===== src/rtl/fc_ibuf_ctrl.sv =====
// fc_ibuf_ctrl: sequencer for the fully-connected input buffer of one FC layer.
//
// Counts element writes from the previous layer into the buffer FIFOs. It then
// runs the bit-serial read-out. For each bit-plane it sweeps every buffer address
// onto the crossbar input bus, launches one crossbar compute, waits for it, and
// shifts the buffer right by one bit.
//
// Ports:
//   clk, rst          clock, asynchronous active-high reset
//   i_start           begin one layer pass (only looked at in IDLE)
//   i_valid, o_ready  write handshake from the previous layer (FILL only)
//   o_we, o_se        fc_ibuf write / shift enables
//   o_ibuf_addr       fc_ibuf read address
//   o_load_valid,
//   i_load_ready      per-address handshake toward the crossbar input register
//   o_compute_start,
//   i_compute_done    crossbar compute launch pulse / completion
//   o_bit_idx         current bit-plane (shift weight for the accumulator)
//   o_busy, o_done    pass in progress / one-cycle end-of-pass pulse
//
// state   | meaning
// --------+-----------------------------------------------------------
// IDLE    | waiting for i_start; counters hold their last values
// FILL    | accepting FIFO_LENGTH writes from the previous layer
// LOAD    | presenting addresses 0..NUM_ADDR-1 to the crossbar input
// COMPUTE | crossbar compute launched, waiting for i_compute_done
// SHIFT   | one-cycle buffer shift, advance to the next bit-plane
// DONE    | one-cycle end-of-pass pulse

module fc_ibuf_ctrl #(
  parameter int DATA_SIZE   = 8,
  parameter int FIFO_LENGTH = 4,
  parameter int NUM_ADDR    = 8,
  parameter int ADDR_W      = (NUM_ADDR > 1) ? $clog2(NUM_ADDR) : 1,
  parameter int BIT_W       = (DATA_SIZE > 1) ? $clog2(DATA_SIZE) : 1
) (
  input  logic              clk,
  input  logic              rst,
  input  logic              i_start,
  input  logic              i_valid,
  output logic              o_ready,
  output logic              o_we,
  output logic              o_se,
  output logic [ADDR_W-1:0] o_ibuf_addr,
  output logic              o_load_valid,
  input  logic              i_load_ready,
  output logic              o_compute_start,
  input  logic              i_compute_done,
  output logic [BIT_W-1:0]  o_bit_idx,
  output logic              o_busy,
  output logic              o_done
);

  localparam int FILL_W = $clog2(FIFO_LENGTH + 1);

  localparam logic [FILL_W-1:0] FILL_LAST = FILL_W'(FIFO_LENGTH - 1);
  localparam logic [ADDR_W-1:0] ADDR_LAST = ADDR_W'(NUM_ADDR - 1);
  localparam logic [BIT_W-1:0]  BIT_LAST  = BIT_W'(DATA_SIZE - 1);

  typedef enum logic [2:0] {
    S_IDLE,
    S_FILL,
    S_LOAD,
    S_COMPUTE,
    S_SHIFT,
    S_DONE
  } state_t;

  state_t              state, state_nxt;
  logic [FILL_W-1:0]   fill_cnt, fill_cnt_nxt;
  logic [ADDR_W-1:0]   addr_cnt, addr_cnt_nxt;
  logic [BIT_W-1:0]    bit_cnt, bit_cnt_nxt;
  // Set only on the LOAD->COMPUTE transition so the compute launch is a
  // registered single-cycle pulse even if done takes many cycles.
  logic                compute_first, compute_first_nxt;

  always_ff @(posedge clk or posedge rst) begin
    if (rst) begin
      state         <= S_IDLE;
      fill_cnt      <= '0;
      addr_cnt      <= '0;
      bit_cnt       <= '0;
      compute_first <= 1'b0;
    end else begin
      state         <= state_nxt;
      fill_cnt      <= fill_cnt_nxt;
      addr_cnt      <= addr_cnt_nxt;
      bit_cnt       <= bit_cnt_nxt;
      compute_first <= compute_first_nxt;
    end
  end

  always_comb begin
    state_nxt         = state;
    fill_cnt_nxt      = fill_cnt;
    addr_cnt_nxt      = addr_cnt;
    bit_cnt_nxt       = bit_cnt;
    compute_first_nxt = 1'b0;
    o_ready           = 1'b0;
    o_we              = 1'b0;
    case (state)
      S_IDLE: begin
        if (i_start) begin
          state_nxt    = S_FILL;
          fill_cnt_nxt = '0;
          addr_cnt_nxt = '0;
          bit_cnt_nxt  = '0;
        end
      end
      S_FILL: begin
        o_ready = 1'b1;
        o_we    = i_valid;
        if (i_valid) begin
          fill_cnt_nxt = fill_cnt + FILL_W'(1);
          if (fill_cnt == FILL_LAST) state_nxt = S_LOAD;
        end
      end
      S_LOAD: begin
        if (i_load_ready) begin
          if (addr_cnt == ADDR_LAST) begin
            addr_cnt_nxt      = '0;
            state_nxt         = S_COMPUTE;
            compute_first_nxt = 1'b1;
          end else begin
            addr_cnt_nxt = addr_cnt + ADDR_W'(1);
          end
        end
      end
      S_COMPUTE: begin
        if (i_compute_done) state_nxt = (bit_cnt == BIT_LAST) ? S_DONE : S_SHIFT;
      end
      S_SHIFT: begin
        bit_cnt_nxt = bit_cnt + BIT_W'(1);
        state_nxt   = S_LOAD;
      end
      S_DONE: begin
        state_nxt = S_IDLE;
      end
      default: begin
        state_nxt = S_IDLE;
      end
    endcase
  end

  // addr_cnt is zero outside LOAD, so the address bus is quiet between sweeps.
  assign o_ibuf_addr     = addr_cnt;
  assign o_bit_idx       = bit_cnt;
  assign o_load_valid    = (state == S_LOAD);
  assign o_compute_start = (state == S_COMPUTE) && compute_first;
  assign o_se            = (state == S_SHIFT);
  assign o_busy          = (state != S_IDLE);
  assign o_done          = (state == S_DONE);

endmodule


===== config.mk =====
export PLATFORM = sky130hd
export DESIGN_NAME = fc_ibuf_ctrl
export DESIGN_NICKNAME = d
export VERILOG_FILES = /design/src/rtl/fc_ibuf_ctrl.sv
export SDC_FILE = /design/constraint.sdc
export NUM_CORES = 1
export LEC_CHECK = 0
export ABC_AREA = 1
export CORE_MARGIN = 4
export CORE_UTILIZATION = 52
export CTS_CLUSTER_SIZE = 30
export DETAILED_ROUTE_END_ITERATION = 12
export HOLD_SLACK_MARGIN = 0.15
export PLACE_DENSITY = 0.88
export REMOVE_ABC_BUFFERS = 1
export SLEW_MARGIN = 20
export SYNTH_ARGS = -nofsm -noshare
export SYNTH_HDL_FRONTEND = slang
export SYNTH_SLANG_ARGS = --single-unit

===== constraint.sdc =====
create_clock -name clk -period 2.06 [get_ports clk]
set_input_delay 0.309 -clock clk [delete_from_list [all_inputs] [get_ports clk]]
set_output_delay 0.309 -clock clk [all_outputs]
set_load 0.1 [all_outputs]

# [Yosys cells after proc, flatten, opt, wreduce, memory -nomap -nowiden]
# Index checks and enable logic that the tools add are counted.
[word_totals] reg_bits=13 in_bits=6 output_inout_bits=13 elab_cells=52
[op_classes] n_addsub=3 eq_ne=14 muxes=20 reduce_logical=10
[ops] op="two-way mux 3 bit" count=10
[ops] op="one-hot mux 3 bit (2 select lines)" count=3
[ops] op="one-hot mux 3 bit (5 select lines)" count=1
[ops] op="equality test 3 bit (second input constant)" count=4
[ops] op="adder 3 x 1 -> 3 bit (second input constant)" count=3
[ops] op="equality test 3 x 2 -> 1 bit (second input constant)" count=3
[ops] op="inequality test 2 bit (second input constant)" count=4
[ops] op="two-way mux 1 bit" count=6
[ops] op="AND reduction 3 bit" count=2
[ops] op="AND reduction 6 bit" count=1
[ops] op="nonzero test 2 bit" count=3
[ops] op="inequality test 2 x 1 -> 1 bit (second input constant)" count=2
[ops] op="equality test 3 x 1 -> 1 bit (second input constant)" count=1
[ops] op="logical NOT 3 bit" count=1
[ops] op="nonzero test 3 bit" count=1
[ops] op="AND reduction 2 bit" count=1
[ops] op="logical AND 1 bit" count=1

# [Depth between registers and ports, before layout]
[depth] word_depth=4 ltp_mapped=8 ltp_nobuf=8

# [Least setup slack after synthesis]
# Ideal clock, no wire load.
[synth_path] kind="flip-flop to output port" startpoint="reg state[0]" endpoint="out o_compute_start" arrival_ps=1949 required_ps=1751 setup_slack_ps=-198 path_stages_with_launch=5 n_path_buf=0 path_cell_list="dfrtp_1 -> nand2_1 -> nor2_1 -> inv_1 -> nor2_1"
[synth_between] elab_chain_len=2
[synth_rtl] item="start, declared" line_no="69" source="state_t state, state_nxt;"
[synth_rtl] item="start signal, assigned" line_no="85" source="state <= state_nxt;"
[synth_rtl] item="equality test 3 x 2 -> 1 bit" line_no="149" source="assign o_compute_start = (state == S_COMPUTE) && compute_first;"
[synth_rtl] item="logical AND 1 bit" line_no="149"
[synth_rtl] item="end, declared" line_no="47" source="output logic o_compute_start,"
# No other way between the ends.

# [Worst setup path in the final report]
[layout_path] startpoint="reg state[1]" endpoint="out o_we"
[layout_between] elab_chain_len=2
[layout_rtl] item="equality test 3 x 1 -> 1 bit" line_no="101" source="case (state)"
[layout_rtl] item="two-way mux 1 bit" line_no="101"
[layout_rtl] item="end, declared" line_no="42" source="output logic o_we,"
# No other way between the ends.

==> impl_metrics.yaml <==
clock_network:
  htreeDepth: 1
  clk_pin_slew_ps: 80
  cts_tree: "done"
  root_buffer: "clkbuf_4"
  postCtsSetupRepairBufs: 0
  clk_latency_ps: 280
  cts_buffers: 3
  cts_sinks: 13
  cts_buffer_depth: 2
  ctsResizeCount: 0
  cts_hold_buf: 0
floorplanning:
  rows: 14
  core-area_um2: 1510
  die_w_um: 47.7
  die_h_um: 47.7
  start_util_pct: 54.5
  die_area_um2: 2280
  io_pins: 19
route:
  dr_total_vias: 681
  drtPass1Iterations: 4
  drtIter0Drc: 8
  routed_wl_um: 1680
  drc_errors: 0
  ant_nets: 0
  wire_per_inst_um: 12.3
  vias_per_cell: 5.01
timing:
  setup_violations: 0
  slew_headroom_pct: 68.8
  rsz0062_at_grt: "no"
  worst_pin_slew_ps: 467
  max_freq_ghz: 0.532
  fin_crit_ps: 1880
  final-max-slew-violation-count: 0
  finalSetupTns_ps: 0
  fin_crit_sh_pct: 91.3
  hold_viol: 0
  skew_ps: 4.52
grt:
  busiest_layer: "met2"
  antenna_found_initial: 0
  grtUsageMet3_pct: 4.51
  use_met1_pct: 23.0
  grt_start_max_net_pins: 14
  grt_pass1_vias: 656
  grt_usage_pct: 18.4
  grt_overflow_total: 0
  met2_usage_pct: 29.3
  grt_pass1_wl_um: 2810
placed_design:
  gp_routability_congestion: 0.862
  port_buffers: 18
  dpl.hpwl_um: 1440
  place_area_um2: 1080
  placedCellCount: 132
synth:
  ys_seq_area_share_pct: 39.6
  ys_seq_elements: 13
  synth_edf_count: 0
  synth_cells: 98
  synth_top_area_share_pct: 39.6
  yosys_warnings: 0
  synth_flop_cell: "dfrtp_1"
  synth_cell_types: 22
  synth_top_cell_by_area: "dfrtp_1"
  avgSynthCellArea_um2: 8.38
  async_flop_share_pct: 100
  synthTopCellsByArea: "dfrtp_1 40%, nand2_1 10%, ha_1 9.1%"
  syn_area_um2: 821
setup_path:
  critPathArrivalTime_ps: 1570
  cp.required_ps: 1750
  cp_common_cell: "nor2_4"
  startpoint_type: "flop"
  crit_family: "flip-flops"
  cp.buffers_inverters: 3
  worstSetupPathType: "flop to output port"
  critPathMaxStageDelay_ps: 460
  end_kind: "output port"
  crit_chain: "inv_2 > nand2_2 > nor2_4 > inv_1 > nor2_4 > buf_12"
  cp_max_fo: 7
  cp_slowest_cell: "dfrtp_1"
outcome:
  status: "finished, final reports clean"
hold_path:
  hold_path_class: "input pin to async pin"
cells_and_area:
  n_antenna_cell: 0
  drive_above_1_share_pct: 27.5
  finalNonFillerCells: 136
  syn2layout_area_growth_pct: 34.5
  final_cell_area_um2: 1100
  nets: 133
job:
  drv_cap: 0
-- kinds of logic (layout without fill, tap and decap cells) --
group / count (synthesis) / in the layout / share of synthesized area (%)
simple gates: 54 / 54 / 36.3
buf+inv: 17 / 39 / 8.08
flops: 13 / 13 / 39.6
compound gates: 8 / 8 / 6.86
fa+ha+maj: 6 / 6 / 9.15
-- area by class of cell --
class / instances / area (um^2)
Sequential cell: 13 / 325
Timing Repair Buffer: 18 / 235
Clock buffer: 3 / 22.5
Tap cell: 16 / 20.0
Fill cell: 106 / 403
Clock inverter: 1 / 5.00
Multi-Input combinational cell: 68 / 429
Inverter: 17 / 66.3
-- worst reg2reg max path, delay by kind of cell, from the launching register on --
family / cells / cell delay (ps)
flip-flops: 1 / 410
adder cells (fa/ha/maj): 2 / 350
AO/OA/AOI/OAI: 1 / 150
AND/OR/NAND/NOR: 4 / 410
-- stage by stage --
step | util (%) | hold WS [ps] | setup slack (ps)
global placement | 71.4 | 456 | 530
finish | 73.3 | 333 | 180
floorplan | - | 186 | -198
CTS | 73.3 | 347 | 163
global route | 73.3 | 359 | 44.3
detailed placement | 71.4 | 474 | 479
-- cell usage after synthesis (2+ instances only) --
| master | instances |
|---|---|
| nand2_1 | 22 |
| inv_1 | 14 |
| dfrtp_1 | 13 |
| nand3_1 | 10 |
| nor2_1 | 8 |
| ha_1 | 6 |
| nand2_4 | 4 |
| nor2_4 | 3 |
| a22o_1 | 2 |
| nand2_2 | 2 |
| o21ai_0 | 2 |
| o21bai_1 | 2 |
-- worst paths after layout --
check                            endpoint  depth (start not counted)  slack (ps)            from
min in group clk              fill_cnt[1]                          2         490     fill_cnt[1]
setup reg to reg                 state[1]                          7         630  o_ibuf_addr[0]
hold reg to reg               fill_cnt[1]                          2         490     fill_cnt[1]
hold / removal             o_ibuf_addr[0]                          2         330             rst
setup / recovery                     o_we                          6         180        state[1]
max in group asynchronous     fill_cnt[0]                          2        1400             rst
-- cell usage in the layout (no fill, tap or decap), types with 2 or more instances in the layout --
cell and n:
o21bai_1 2, nand3_1 10, buf_12 7, nand2_2 2, nand2_4 4, o21ai_0 2
nand2_1 22, inv_1 14, ha_1 6, nor2_4 3, buf_4 6, a22o_1 2
nor2_1 8, clkdlybuf4s50_1 5, dfrtp_1 13, clkbuf_4 3
-- flip-flops by register name (all words and copies together), names as in the netlist --
name,count
o_ibuf_addr,3
compute_first,1
fill_cnt,3
o_bit_idx,3
state,3
-- layer usage --
| metal | vias up | wire, um |
|---|---|---|
| met5 | - | 0 |
| met4 | 0 | 41 |
| met3 | 4 | 63 |
| met2 | 16 | 852 |
| met1 | 305 | 719 |
| li1 | 356 | - |
Power is left out: the tool's default activity adds up to more than one toggle a clock period on the data nets, which glitch-free logic cannot reach.
